`config.mk`:
```
export PLATFORM = sky130hd
export DESIGN_NAME = module_alu_ctrl
export DESIGN_NICKNAME = d
export VERILOG_FILES = /design/src/rtl/module_alu_ctrl_pkg.sv /design/src/rtl/module_alu_ctrl_regbank.sv /design/src/rtl/module_alu_ctrl.sv
export SDC_FILE = /design/constraint.sdc
export NUM_CORES = 1
export LEC_CHECK = 0
export ABC_AREA = 1
export CAP_MARGIN = 25
export CORE_MARGIN = 2
export CORE_UTILIZATION = 30
export CTS_CLUSTER_SIZE = 30
export DETAILED_ROUTE_END_ITERATION = 8
export GPL_TIMING_DRIVEN = 0
export PLACE_DENSITY = 0.61
export RECOVER_POWER = 25
export SLEW_MARGIN = 20
export SYNTH_ARGS = -nofsm -noshare
export SYNTH_HDL_FRONTEND = slang
export SYNTH_SLANG_ARGS = --single-unit
```
`constraint.sdc`:
```
create_clock -name clk_i -period 1.7 [get_ports clk_i]
set_input_delay 0.34 -clock clk_i [delete_from_list [all_inputs] [get_ports clk_i]]
set_output_delay 0.34 -clock clk_i [all_outputs]
set_load 0.02 [all_outputs]
```
`src/rtl/module_alu_ctrl_pkg.sv`:
```
// Shared types for the ALU sequencer: opcode and FSM state encodings plus
// opcode classification helpers.
package pkg_alu_ctrl;

   typedef enum logic [3:0] {
      OP_AND = 4'h0,
      OP_OR  = 4'h1,
      OP_ADD = 4'h2,
      OP_INC = 4'h3,
      OP_DEC = 4'h4,
      OP_NOT = 4'h5,
      OP_SUB = 4'h6,
      OP_XOR = 4'h7,
      OP_SLL = 4'h8,
      OP_SRL = 4'h9
   } alu_op_e;

   typedef enum logic [1:0] {
      IDLE = 2'd0,
      EXEC = 2'd1,
      WB   = 2'd2
   } state_e;

   // Ops whose flag output is meaningful as a carry; the rest leave carry alone.
   function automatic logic is_carry_op(input logic [3:0] op);
      return op inside {OP_AND, OP_OR, OP_ADD, OP_SUB, OP_SLL, OP_SRL};
   endfunction

   function automatic logic is_legal_op(input logic [3:0] op);
      return op <= OP_SRL;
   endfunction

endpackage

```
`src/rtl/module_alu_ctrl_regbank.sv`:
```
// NREGS x N register bank: one write port, three asynchronous read ports,
// all entries cleared by asynchronous reset.
module module_alu_regbank #(
   parameter int N     = 4,
   parameter int NREGS = 4,
   parameter int AW    = $clog2(NREGS)
) (
   input  logic          clk_i,
   input  logic          rst_i,
   input  logic          we_i,
   input  logic [AW-1:0] waddr_i,
   input  logic [N-1:0]  wdata_i,
   input  logic [AW-1:0] ra_addr_i,
   input  logic [AW-1:0] rb_addr_i,
   input  logic [AW-1:0] rc_addr_i,
   output logic [N-1:0]  ra_data_o,
   output logic [N-1:0]  rb_data_o,
   output logic [N-1:0]  rc_data_o
);

   logic [N-1:0]     mem_reg [NREGS];
   logic [NREGS-1:0] wsel;

   genvar gi;
   generate
      for (gi = 0; gi < NREGS; gi++) begin : g_wsel
         assign wsel[gi] = we_i && (waddr_i == AW'(gi));
      end
   endgenerate

   always_ff @(posedge clk_i or posedge rst_i) begin
      if (rst_i) begin
         for (int i = 0; i < NREGS; i++) begin
            mem_reg[i] <= '0;
         end
      end else begin
         for (int i = 0; i < NREGS; i++) begin
            if (wsel[i]) begin
               mem_reg[i] <= wdata_i;
            end
         end
      end
   end

   assign ra_data_o = mem_reg[ra_addr_i];
   assign rb_data_o = mem_reg[rb_addr_i];
   assign rc_data_o = mem_reg[rc_addr_i];

endmodule

```
`src/rtl/module_alu_ctrl.sv`:
```
// Command sequencer for an external ALU: IDLE -> EXEC -> WB, register bank
// operands, stored carry/zero flags. Optional feature macro: CARRY_CHAIN_EN.
module module_alu_ctrl
   import pkg_alu_ctrl::*;
#(
   parameter int N     = 4,
   parameter int NREGS = 4,
   localparam int AW   = $clog2(NREGS)
) (
   input  logic          clk_i,
   input  logic          rst_i,
   input  logic          cmd_valid_i,
   output logic          cmd_ready_o,
   input  logic [3:0]    cmd_op_i,
   input  logic [AW-1:0] cmd_ra_i,
   input  logic [AW-1:0] cmd_rb_i,
   input  logic [AW-1:0] cmd_rd_i,
   input  logic          cmd_flagin_i,
   input  logic          ld_en_i,
   input  logic [AW-1:0] ld_addr_i,
   input  logic [N-1:0]  ld_data_i,
   input  logic [AW-1:0] rd_addr_i,
   output logic [N-1:0]  rd_data_o,
   output logic [N-1:0]  alu_a_o,
   output logic [N-1:0]  alu_b_o,
   output logic [3:0]    alu_cont_o,
   output logic          alu_flagin_o,
   input  logic [N-1:0]  alu_result_i,
   input  logic          alu_flagout_i,
   input  logic          alu_flagz_i,
   output logic [N-1:0]  result_o,
   output logic          carry_o,
   output logic          zero_o,
   output logic          done_o,
   output logic          err_o
);

   state_e        state_reg, state_next;
   logic [3:0]    op_reg;
   logic [AW-1:0] ra_reg, rb_reg, rd_reg;
   logic          flagin_reg;
   logic [N-1:0]  hold_result_reg;
   logic          hold_carry_reg, hold_zero_reg;
   logic [N-1:0]  result_reg;
   logic          carry_reg, zero_reg;

   logic          accept;
   logic          op_legal;
   logic          flagin_eff;
   logic          we;
   logic [AW-1:0] waddr;
   logic [N-1:0]  wdata;
   logic [N-1:0]  ra_data, rb_data;

   module_alu_regbank #(
      .N     (N),
      .NREGS (NREGS),
      .AW    (AW)
   ) u_regbank (
      .clk_i     (clk_i),
      .rst_i     (rst_i),
      .we_i      (we),
      .waddr_i   (waddr),
      .wdata_i   (wdata),
      .ra_addr_i (ra_reg),
      .rb_addr_i (rb_reg),
      .rc_addr_i (rd_addr_i),
      .ra_data_o (ra_data),
      .rb_data_o (rb_data),
      .rc_data_o (rd_data_o)
   );

   assign op_legal = is_legal_op(op_reg);

`ifdef CARRY_CHAIN_EN
   // Multi-word add/subtract: chain the stored carry instead of the command bit.
   assign flagin_eff = (op_reg == OP_ADD || op_reg == OP_SUB) ? carry_reg : flagin_reg;
`else
   assign flagin_eff = flagin_reg;
`endif

   always_comb begin
      state_next   = state_reg;
      accept       = 1'b0;
      cmd_ready_o  = 1'b0;
      alu_a_o      = '0;
      alu_b_o      = '0;
      alu_cont_o   = '0;
      alu_flagin_o = 1'b0;
      done_o       = 1'b0;
      err_o        = 1'b0;
      we           = 1'b0;
      waddr        = '0;
      wdata        = '0;
      case (state_reg)
         IDLE: begin
            // A direct load wins the write port and blocks the handshake.
            cmd_ready_o = !ld_en_i;
            if (ld_en_i) begin
               we    = 1'b1;
               waddr = ld_addr_i;
               wdata = ld_data_i;
            end else if (cmd_valid_i) begin
               accept     = 1'b1;
               state_next = EXEC;
            end
         end
         EXEC: begin
            alu_a_o      = ra_data;
            alu_b_o      = rb_data;
            alu_cont_o   = op_reg;
            alu_flagin_o = flagin_eff;
            state_next   = WB;
         end
         WB: begin
            done_o     = 1'b1;
            err_o      = !op_legal;
            we         = op_legal;
            waddr      = rd_reg;
            wdata      = hold_result_reg;
            state_next = IDLE;
         end
         default: state_next = IDLE;
      endcase
   end

   always_ff @(posedge clk_i or posedge rst_i) begin
      if (rst_i) begin
         state_reg       <= IDLE;
         op_reg          <= '0;
         ra_reg          <= '0;
         rb_reg          <= '0;
         rd_reg          <= '0;
         flagin_reg      <= 1'b0;
         hold_result_reg <= '0;
         hold_carry_reg  <= 1'b0;
         hold_zero_reg   <= 1'b0;
         result_reg      <= '0;
         carry_reg       <= 1'b0;
         zero_reg        <= 1'b0;
      end else begin
         state_reg <= state_next;
         if (accept) begin
            op_reg     <= cmd_op_i;
            ra_reg     <= cmd_ra_i;
            rb_reg     <= cmd_rb_i;
            rd_reg     <= cmd_rd_i;
            flagin_reg <= cmd_flagin_i;
         end
         if (state_reg == EXEC) begin
            hold_result_reg <= alu_result_i;
            hold_carry_reg  <= alu_flagout_i;
            hold_zero_reg   <= alu_flagz_i;
         end
         if (state_reg == WB && op_legal) begin
            result_reg <= hold_result_reg;
            zero_reg   <= hold_zero_reg;
            if (is_carry_op(op_reg)) begin
               carry_reg <= hold_carry_reg;
            end
         end
      end
   end

   assign result_o = result_reg;
   assign carry_o  = carry_reg;
   assign zero_o   = zero_reg;

endmodule

```
Word level (Yosys, flattened, before mapping)
Cells that the tools add are included.
{"block": "totals", "regBits": 41, "inputBits": 29, "out_inout_bits": 26, "elab_cells": 76}
{"block": "op_classes", "order_cmp": 4, "eq_ne": 12, "muxes": 28, "n_bitwise": 3, "reduce_logical": 13}
{"op": "2-to-1 mux 4 bit", "count": 10}
{"op": "binary-select mux 4 bit (select 2 bit)", "count": 3}
{"op": ">= comparator 3 bit, second input constant", "count": 3}
{"op": "NOT 2 -> 3 bit", "count": 3}
{"op": "== test 4 bit, second input constant", "count": 2}
{"op": "2-to-1 mux 1 bit", "count": 8}
{"op": "case mux 2 bit (2 select lines)", "count": 2}
{"op": "case mux 4 bit (2 select lines)", "count": 1}
{"op": "== test 2 bit, second input constant", "count": 3}
{"op": "2-to-1 mux 2 bit", "count": 3}
{"op": "nonzero test 6 bit", "count": 1}
{"op": "logical AND 1 bit", "count": 5}
{"op": "== test 2 x 1 -> 1 bit, second input constant", "count": 2}
{"op": "== test 4 x 1 -> 1 bit, second input constant", "count": 1}
{"op": "== test 4 x 2 -> 1 bit, second input constant", "count": 1}
{"op": "== test 4 x 3 -> 1 bit, second input constant", "count": 1}
{"op": "<= comparator 4 bit, second input constant", "count": 1}
{"op": "logical NOT 2 bit", "count": 2}
{"op": "logical NOT 4 bit", "count": 1}
{"op": "inequality test 2 bit, second input constant", "count": 2}
{"op": "AND reduction 2 bit", "count": 2}
{"op": "logical NOT 1 bit", "count": 2}
{"op": "case mux 1 bit (2 select lines)", "count": 1}

Longest topological paths before layout
Gate-level depths: netlist of the first run.
{"block": "logic_depth", "depth_word": 5, "depth_mapped": 9, "depth_no_buf": 8}

Cells and area by module
A second synthesis of the first run with hierarchy kept.
{"block": "hier_totals", "hier_cells": 336, "area_unflattened_um2": 2312.2}
{"module": "module_alu_ctrl", "n_inst": 1, "cells_per_inst": 154, "area_per_inst_um2": 1177.4, "seq_area_each_um2": 625.6}
{"module": "module_alu_regbank", "n_inst": 1, "cells_per_inst": 182, "area_per_inst_um2": 1134.8, "seq_area_each_um2": 400.4}

Worst setup path after synthesis of the first run
No wires, ideal clock.
{"block": "synth_path", "path_type": "register to output", "start": "register state_reg[0]", "end": "output alu_a_o[0]", "arrival_time_ns": 1.302, "t_required_ns": 1.360, "path_slack_ns": 0.058, "path_stages_with_launch": 6, "path_buffers": 1, "cell_sequence": "dfrtp_1 inv_2 nor2_4 inv_2 buf_2 a21oi_1"}
{"block": "synth_between", "elab_chain_cells": 2}
{"item": "start, declared", "line": "module_alu_ctrl.sv:38", "rtl": "state_e state_reg, state_next;"}
{"item": "start signal, assigned", "line": "module_alu_ctrl.sv:142", "rtl": "state_reg <= state_next;"}
{"item": "== test 2 x 1 -> 1 bit", "line": "module_alu_ctrl.sv:95", "rtl": "case (state_reg)"}
{"item": "2-to-1 mux 4 bit", "line": "module_alu_ctrl.sv:95"}
{"item": "end, declared", "line": "module_alu_ctrl.sv:24", "rtl": "output logic [N-1:0] alu_a_o,"}
No other way between the ends.

Worst setup path in the final report of the first run
{"block": "layout_path", "start": "register ra_reg[0]", "end": "output alu_a_o[2]"}
{"block": "layout_between", "elab_chain_cells": 5}
{"item": "start, declared", "line": "module_alu_ctrl.sv:40", "rtl": "logic [AW-1:0] ra_reg, rb_reg, rd_reg;"}
{"item": "start signal, assigned", "line": "module_alu_ctrl.sv:145", "rtl": "ra_reg <= cmd_ra_i;"}
{"item": "NOT 2 -> 3 bit (not written as such)", "line": "module_alu_ctrl_regbank.sv:45", "rtl": "assign ra_data_o = mem_reg[ra_addr_i];"}
{"item": "binary-select mux 4 bit (select 2 bit)", "line": "module_alu_ctrl_regbank.sv:45"}
{"item": "2-to-1 mux 4 bit (not written as such) (2 in a row)", "line": "module_alu_ctrl_regbank.sv:45"}
{"item": "2-to-1 mux 4 bit", "line": "module_alu_ctrl.sv:95"}
No other way between the ends. The select of a mux whose other input is x is not followed.

==> metrics, run 1 <==
CP endpoint kind output port; # port buffers 53; initial DRC count 74; dpl cells 448; Mapped Cells 295; critical path arrival ~1.4 ns; EDFF count, synth 0; 1st-pass router iterations 4; Slew Viols, Final 0; row cnt 31; post-layout util 45.0%; Main synth FF type dfrtp_1; number of global-route vias before repair approximately 2.2k; clock period minus worst slack 1.74 ns; Area Overhead vs Synth 44.8%; total gr overflow 0; Final Instance Count excl. Fillers 465; total CTS buffers 5; flop2flop setup slack approximately 0.17 ns; H-tree depth 2; Pleak about 1.5 nW; FFs w/ async S/R, synth 100%; CTS Hold Bufs 0; Post-DP HPWL approximately 4500 µm; synth top area cells dfrtp_1, nand2_1, a21oi_1; DR DRC count 0; Nets about 400; VDD IR-drop max between 0.0005 and 0.0006 V; max incr delay on CP between 0.4 and 0.5 ns; Die Y 90.6 µm; Hold WC Path Type input pin to asynchronous set/reset pin; cell taking the most area after synthesis dfrtp_1; worst reg-to-reg path cell count 9; Wirelength per Cell 13.4 µm; register area share after synthesis 45.6%; Post-synth top cells nand2_1, dfrtp_1, a21oi_1; Vias/cell 4.72; failing checks setup timing; YS warnings 0; skew final 0.00886 ns; startpoint types flop; share of layout cells above drive strength 1 27.9%; vias approximately 2.2k; ANT cells 0; synthesized cell area 2250 µm²; Bufs on Longest Clock Path 2; core area about 7300 µm²; Reg-to-Reg Start state_reg[0]; Starting Density 31.1%; Avg Cell Area, Syn ~7.6 µm²; WP data required about 1.4 ns; first-pass GRT wire length 10400 µm; Critical Path Fanout Max 10; fmax 0.576 GHz; setup ws final -0.0353 ns; gp weighted congestion 0.838; Max Cap Violations 0; number of fill cells 755; count leader, synth nand2_1; post-route ant nets 0; clk slew on worst S/H paths 0.08 ns; crit path buf inv count 2; RSZ-0062 raised after global routing yes; Worst R2R End u_regbank.mem_reg[5]; Synth top area share between 40% and 50%; antenna violations before repair 0; TritonCTS Sinks 41; CTS tree built; Synth Net Count 324; Tot GR Track Use between 15 and 20%; CTS root buf clkbuf_8; Ports 55; status complete, but fails checks; Setup violations, final 5; Pwr per Cell Area around 1100 nW/µm²; Crit-path slowest cell dfrtp_2; worst-margin pin slew 0.445 ns; Worst path top cell family by delay flip-flops; crit path cell chain clkbuf_8 -> nand2_2 -> o211ai_1 -> a21oi_1 -> buf_4; register bit total from synthesis 41; max FFs per register 16; clock latency on the worst-skew pair 0.29 ns; Synth cell types 24; crit share post-route 102%; Die Area 8220 µm²; critical path class flop to output port; max_slew headroom 70.4%; Die Width 90.6 µm; Setup WS pre-CTS -0.830 ns; largest net degree at the start of global routing 33; final wirelength 6250 µm; Final Hold Vio Count 0
worst max-delay path by stage:
stage | from | end | cells after the start
global route | ra_reg[0] | alu_a_o[1] | 4
finish | ra_reg[0] | alu_a_o[2] | 5
global placement | rd_addr_i[0] | rd_data_o[0] | 7
floorplan | state_reg[0] | alu_a_o[0] | 5
detailed placement | rd_addr_i[0] | rd_data_o[0] | 7
CTS | rb_reg[0] | alu_b_o[0] | 5
per-layer routing:
layer / part of all wire, % / routed length, µm / vias up / global-route usage [%]
met3: 4.8 / 297 / 8 / 3.84
met2: 50 / 3100 / 56 / 26.2
met1: 44 / 2740 / 1029 / 19.9
met4: 1.7 / 105 / 0 / 5.38
met5: 0 / 0 / - / 0
li1: - / - / 1100 / -
final cells by class:
| class | instances | area (µm²) | area share (%) |
|---|---|---|---|
| clock buffer | 7 | 86.3 | 2.65 |
| multi-input combinational | 216 | 1170 | 35.8 |
| tap | 99 | 124 | 3.80 |
| sequential | 41 | 1030 | 31.7 |
| inverter | 26 | 100 | 3.07 |
| buffer | 8 | 100 | 3.07 |
| timing repair buffer | 68 | 651 | 19.9 |
power breakdown:
group	switching (mW)	internal, mW
Clock	0.317	0.322
Sequential	0.261	1.25
Combinational	0.739	0.594
kinds of logic after synthesis:
family          count (synthesis)  share of synthesized area, %
simple gates                  161                          33.5
compound gates                 55                          13.3
flops                          41                          45.6
buf+inv                        38                          7.67
through the flow:
| stage | hold slack (ns) | total power, mW | setup TNS (ns) | instance area, µm² |
|---|---|---|---|---|
| after CTS | 0.286 | 3.41 | -0.158 | 3100 |
| after detailed placement | 0.458 | 2.66 | -10.19 | 2930 |
| final | 0.451 | 3.48 | -0.139 | 3260 |
| after global routing | 0.513 | 3.71 | -0.641 | 3260 |
| after floorplan | 0.442 | 2.17 | 0 | 2250 |
| after global placement | 0.451 | 2.62 | -28.22 | 2910 |
repair_timing:
item,in CTS,in global routing
setup endpoints to repair,20,43
setup buffers,11,2
cloned,1,0
pin swaps,11,13
gates resized for setup,130,54
layout by cell type (no fill, tap or decap), types with 3 or more instances in the layout:
cell and n:
nand2_1 115, dfrtp_1 35, clkdlybuf4s50_1 30, buf_4 19
inv_1 17, buf_6 17, a21oi_1 16, nand3_1 15
a21oi_2 12, o21ai_1 11, inv_2 8, nor2_4 8
nand4_1 8, o211ai_1 8, clkbuf_8 7, o21ai_0 6
dfrtp_2 6, nand2_4 5, nand2_2 4, nand3_4 3
No activity file was read; power rests on OpenSTA's default activity.
==> run 2: changes to the inputs <==
--- a/config.mk
+++ b/config.mk
@@ -7,12 +7,13 @@
 export LEC_CHECK = 0
 export ABC_AREA = 1
 export CAP_MARGIN = 25
-export CORE_MARGIN = 2
+export CELL_PAD_IN_SITES_DETAIL_PLACEMENT = 1
+export CELL_PAD_IN_SITES_GLOBAL_PLACEMENT = 1
 export CORE_UTILIZATION = 30
 export CTS_CLUSTER_SIZE = 30
 export DETAILED_ROUTE_END_ITERATION = 8
 export GPL_TIMING_DRIVEN = 0
-export PLACE_DENSITY = 0.61
+export PLACE_DENSITY = 0.77
 export RECOVER_POWER = 25
 export SLEW_MARGIN = 20
 export SYNTH_ARGS = -nofsm -noshare
==> run 2 against run 1 <==
  * The flow still finishes with violations (setup timing)
  * Sequential share of layout area increased by 0.37 points
  * Cell count increased by 0.43%
  * Global-route usage increased by 2.4 points
  * Count of clock-buffer cells in the layout unchanged
  * Non-clock buffer count increased by 2
  * Highest routed layer unchanged
  * Clock power about the same
  * Critical path depth decreased by 1
  * Flip-flop and latch count unchanged
  * Clock skew decreased by 0.0041 ns
  * Wire length increased by 7.3%
  * Hold slack improved by 0.025 ns
==> metrics, run 2 (synthesis gave the netlist of run 1 again) <==
status complete, but fails checks (unchanged); failing checks setup timing (unchanged); number of fill cells 894 (was 755); Pleak 1.54 nW (about the same); Hold WC Path Type flop to flop (was input pin to asynchronous set/reset pin); CTS root buf clkbuf_8 (unchanged); Wirelength per Cell 14.4 µm (was 13.4 µm); startpoint types flop (unchanged); Vias/cell 4.82 (was 4.72); Nets 397 (was 395); multi-input logic area 1150 µm² (was 1170 µm²); initial DRC count 46 (was 74); number of global-route vias before repair 2284 (was 2220); 1st-pass router iterations 4 (unchanged); row cnt 31 (unchanged); fmax 0.583 GHz (was 0.576 GHz); DR DRC count 0 (unchanged); Die Width 88.6 µm (was 90.6 µm); Tot GR Track Use 18.1% (was 15.7%); placed cell area 2930 µm² (about the same); first-pass GRT wire length 11000 µm (was 10400 µm); VDD IR-drop max 0.000468 V (was 0.000584 V); Crit-path slowest cell dfrtp_2 (unchanged); Setup WS pre-CTS -0.854 ns (was -0.830 ns); Ports 55 (unchanged); Area Overhead vs Synth 43.2% (was 44.8%); skew final 0.00479 ns (was 0.00886 ns); # port buffers 53 (unchanged); post-route ant nets 0 (unchanged); min-delay src hold_zero_reg; Post-Route Hold Slack 0.476 ns (was 0.451 ns); H-tree depth 2 (unchanged); Pwr per Cell Area 1080 nW/µm² (was 1070 nW/µm²); Die Y 88.6 µm (was 90.6 µm); Setup violations, final 5 (unchanged); final wirelength 6700 µm (was 6250 µm); share of layout cells above drive strength 1 27.7% (was 27.9%); clock latency on the worst-skew pair 0.29 ns (about the same); Post-DP HPWL 4910 µm (was 4480 µm); antenna violations before repair 0 (unchanged); dpl cells 448 (unchanged); CP endpoint kind output port (unchanged); critical path class flop to output port (unchanged); CTS tree built (unchanged); Bufs on Longest Clock Path 2 (unchanged); clk slew on worst S/H paths 0.07 ns (was 0.08 ns); RSZ-0062 raised after global routing yes (unchanged); core area 7250 µm² (unchanged); most common cell after layout, fill and taps aside nand2_1 (unchanged); Register Area 1030 µm² (unchanged); post-layout util 44.5% (was 45.0%); max FFs per register 16 (unchanged); Final Instance Area 3220 µm² (was 3260 µm²); clock period minus worst slack 1.71 ns (was 1.74 ns); Max Cap Violations 0 (unchanged); most frequent cells in the layout nand2_1, dfrtp_1, buf_4, clkdlybuf4s50_1 (was nand2_1, dfrtp_1, clkdlybuf4s50_1); Setup crit start rb_reg[0] (was ra_reg[0]); Reg-to-Reg Start state_reg[1] (was state_reg[0]); CTS Hold Bufs 0 (unchanged); total gr overflow 0 (unchanged); Critical Path Fanout Max 7 (was 10); Final Hold Vio Count 0 (unchanged); Slew Viols, Final 0 (unchanged); gp weighted congestion 0.788 (was 0.838); worst-margin pin slew 0.809 ns (was 0.445 ns); WP data required 1.36 ns (about the same); crit share post-route 101% (was 102%); max_slew headroom 46.0% (was 70.4%); vias 2251 (was 2193); Die Area 7860 µm² (was 8220 µm²); max incr delay on CP 0.48 ns (was 0.46 ns); ANT cells 0 (unchanged); total CTS buffers 5 (unchanged); TritonCTS Sinks 41 (unchanged); largest net degree at the start of global routing 22 (was 33); Starting Density 31.1% (unchanged); setup ws final -0.0150 ns (was -0.0353 ns); crit path cell chain buf_8 -> o211ai_1 -> a21oi_1 -> buf_4 (was clkbuf_8 -> nand2_2 -> o211ai_1 -> a21oi_1 -> buf_4); critical path arrival 1.37 ns (was 1.40 ns); Final Instance Count excl. Fillers 467 (was 465)
[run 2: path summary, 6_finish.rpt]
kind	cells after the start	endpoint	slack [ns]
worst min register to register	2	hold_zero_reg	0.48
worst max-delay path	4	alu_b_o[0]	-0.01
max in group asynchronous	3	state_reg[1]	0.17
worst max register to register	10	u_regbank.mem_reg[2]	0.14
min in group asynchronous	2	u_regbank.mem_reg[7]	0.65
worst min-delay path	2	hold_zero_reg	0.48
[run 2: what timing repair did]
| item | 4_1_cts | 5_1_grt |
|---|---|---|
| setup buffers | 12 | 3 |
| pin swaps | 14 | 13 |
| endpoints found under the setup margin | 20 | 40 |
| gates resized for setup | 123 | 43 |
| cloned | 1 | 0 |
[run 2: layout make-up]
cell class / instances / area share, %
plain buffers: 8 / 3.14
clock buffers: 7 / 2.68
inverters: 26 / 3.10
multi-input cells: 216 / 35.6
flip-flops and latches: 41 / 32.1
well taps: 99 / 3.84
repair buffers: 70 / 19.6
[run 2: per-layer routing]
layer / up-vias / global-route usage (%) / part of all wire, %
met5: - / 0 / 0
met2: 57 / 30.8 / 49
li1: 1098 / - / -
met4: 0 / 4.11 / 1.3
met3: 10 / 3.17 / 3.9
met1: 1086 / 24.0 / 45
[run 2: power breakdown]
part	internal (mW)	switching (mW)
registers	1.25	0.266
logic	0.586	0.749
clock network	0.322	0.314
total	2.15	1.33
[run 2: worst max-delay path, delay by kind of cell (launching register included)]
family | cells | cell delay [ns]
compound gates | 2 | 0.29
buf+inv | 2 | 0.33
flops | 1 | 0.48
[run 2: stage by stage]
step           power (mW)  TNS [ns]
6_report             3.48   -0.0681
5_1_grt              3.71     -1.41
4_1_cts              3.42    -0.208
3_5_place_dp         2.69    -10.84
3_3_place_gp         2.62    -29.44
2_1_floorplan        2.17         0
==> run 3: changes to the inputs <==
--- a/config.mk
+++ b/config.mk
@@ -10,12 +10,12 @@
 export CELL_PAD_IN_SITES_DETAIL_PLACEMENT = 1
 export CELL_PAD_IN_SITES_GLOBAL_PLACEMENT = 1
 export CORE_UTILIZATION = 30
+export CTS_BUF_LIST = sky130_fd_sc_hd__clkbuf_4
 export CTS_CLUSTER_SIZE = 30
 export DETAILED_ROUTE_END_ITERATION = 8
 export GPL_TIMING_DRIVEN = 0
 export PLACE_DENSITY = 0.77
 export RECOVER_POWER = 25
-export SLEW_MARGIN = 20
 export SYNTH_ARGS = -nofsm -noshare
 export SYNTH_HDL_FRONTEND = slang
 export SYNTH_SLANG_ARGS = --single-unit
==> run 3 against run 2 <==
  * The run still ends with setup timing left
  * Clock power shrank 25%
  * Count of clock-buffer cells in the layout is 1 lower
  * Critical path type unchanged
  * Flip-flop and latch count unchanged
  * Worst setup slack lost 0.099 ns
  * Utilization is 0.66 points higher
  * First-iteration DRC count rose by 13%
  * Sequential power about the same
  * Total power decreased by 3.5%
  * Non-clock buffer count shrank 3
  * Cell area is 1.5% higher
  * Register-to-register slack about the same
==> metrics, run 3 (synthesis gave the netlist of run 1 again) <==
status complete, but fails checks (unchanged); failing checks setup timing (unchanged); 1st-pass router iterations 4 (unchanged); Starting Density 31.1% (unchanged); Die Width 88.6 µm (unchanged); clock latency on the worst-skew pair 0.35 ns (was 0.29 ns); number of fill cells 895 (was 894); max FFs per register 16 (unchanged); gp weighted congestion 0.788 (unchanged); H-tree depth 2 (unchanged); Hold WC Path Type input pin to asynchronous set/reset pin (was flop to flop); most common cell after layout, fill and taps aside nand2_1 (unchanged); TNS Setup -0.944 ns (was -0.0681 ns); crit share post-route 107% (was 101%); Post-DP HPWL 4770 µm (was 4910 µm); Nets 394 (was 397); Vias/cell 4.75 (was 4.82); Bufs on Longest Clock Path 2 (unchanged); startpoint types flop (unchanged); post-route ant nets 0 (unchanged); CTS Hold Bufs 0 (unchanged); initial DRC count 52 (was 46); CP endpoint kind output port (unchanged); CTS tree built (unchanged); number of global-route vias before repair 2239 (was 2284); Wirelength per Cell 14.1 µm (was 14.4 µm); Final Instance Count excl. Fillers 464 (was 467); max_slew headroom 43.0% (was 46.0%); multi-input logic area 1200 µm² (was 1150 µm²); core area 7250 µm² (unchanged); Post-Route Hold Slack 0.468 ns (was 0.476 ns); Slew Viols, Final 0 (unchanged); Register Area 1030 µm² (unchanged); first-pass GRT wire length 10700 µm (was 11000 µm); Setup violations, final 13 (was 5); ANT cells 0 (unchanged); row cnt 31 (unchanged); setup ws final -0.114 ns (was -0.0150 ns); RSZ-0062 raised after global routing yes (unchanged); VDD IR-drop max 0.000461 V (was 0.000468 V); most frequent cells in the layout nand2_1, dfrtp_1, clkdlybuf4s50_1 (was nand2_1, dfrtp_1, buf_4, clkdlybuf4s50_1); total gr overflow 0 (unchanged); vias 2202 (was 2251); Area Overhead vs Synth 45.3% (was 43.2%); skew final 0.00765 ns (was 0.00479 ns); fmax 0.551 GHz (was 0.583 GHz); flop2flop setup slack 0.14 ns (about the same); Die Y 88.6 µm (unchanged); dpl cells 447 (was 448); Critical Path Fanout Max 4 (was 7); DR DRC count 0 (unchanged); share of layout cells above drive strength 1 30.4% (was 27.7%); total CTS buffers 5 (unchanged); TritonCTS Sinks 41 (unchanged); CTS root buf clkbuf_4 (was clkbuf_8); critical path arrival 1.47 ns (was 1.37 ns); Tot GR Track Use 17.7% (was 18.1%); worst-margin pin slew 0.854 ns (was 0.809 ns); clk slew on worst S/H paths 0.12 ns (was 0.07 ns); Pleak 1.60 nW (was 1.54 nW); # port buffers 53 (unchanged); Pwr per Cell Area 1030 nW/µm² (was 1080 nW/µm²); final wirelength 6530 µm (was 6700 µm); Die Area 7860 µm² (unchanged); WP data required 1.36 ns (about the same); Final Hold Vio Count 0 (unchanged); largest net degree at the start of global routing 42 (was 22); antenna violations before repair 0 (unchanged); clock period minus worst slack 1.81 ns (was 1.71 ns); Max Cap Violations 0 (unchanged); critical path class flop to output port (unchanged); Ports 55 (unchanged)
## run 3: changes by cell type in the layout (fill, tap and decap cells not counted), sizes merged
cell / previous run / this run
dlygate4sd3: 1 / 0
clkdlybuf4s50: 30 / 25
clkdlybuf4s15: 2 / 1
dlymetal6s2s: 1 / 6
dlygate4sd2: 0 / 1
clkinv: 0 / 1
buf: 43 / 40
## run 3: per-layer routing
| metal | share of wire, % | wire length (µm) | track usage [%] |
|---|---|---|---|
| met5 | 0 | 0 | 0 |
| met4 | 1.0 | 67 | 5.28 |
| met3 | 3.4 | 221 | 2.89 |
| met2 | 49 | 3220 | 31.3 |
| met1 | 46 | 3020 | 22.2 |
## run 3: cell type report
type / count / share of cell area, %
well taps: 99 / 3.79
repair buffers: 67 / 20.4
multi-input cells: 216 / 36.6
flip-flops and latches: 41 / 31.6
clock buffers: 6 / 1.38
plain buffers: 8 / 3.10
inverters: 26 / 3.06
clock inverters: 1 / 0.115
## run 3: critical path: stages, from the launching register on
cell	delay, ns
dfrtp_2	0.47
buf_6	0.13
a21oi_2	0.14
o21ai_2	0.07
a21oi_2	0.14
buf_4	0.16
## run 3: repair_timing
item                                    in CTS  in global routing
cloned                                       0                  1
setup buffers                                9                  4
pin swaps                                   13                 17
endpoints found under the setup margin      21                 24
resized for setup                          160                 42
## run 3: stage by stage
| stage | worst slack, ns | area (µm²) | utilization [%] | power (mW) |
|---|---|---|---|---|
| 2_1_floorplan | 0.0576 | 2250 | - | 2.17 |
| 3_3_place_gp | -0.843 | 2910 | 40.1 | 2.62 |
| 3_5_place_dp | -0.847 | 2910 | 40.1 | 2.68 |
| 4_1_cts | -0.116 | 3110 | 42.8 | 3.27 |
| 5_1_grt | -0.191 | 3270 | 45.1 | 3.58 |
| 6_report | -0.114 | 3270 | 45.1 | 3.36 |
## run 3: power breakdown
group | switching [mW] | internal (mW)
clock network | 0.312 | 0.166
registers | 0.263 | 1.24
logic | 0.782 | 0.594
## run 3: final timing paths
path / from / to / cells after the start
setup / recovery: rb_reg[0] / alu_b_o[0] / 5
hold / removal: rst_i / rb_reg[1] / 2
setup reg to reg: state_reg[0] / op_reg[0] / 6
hold reg to reg: hold_zero_reg / hold_zero_reg / 2
max in group asynchronous: rst_i / state_reg[1] / 2
min in group clk_i: hold_zero_reg / hold_zero_reg / 2
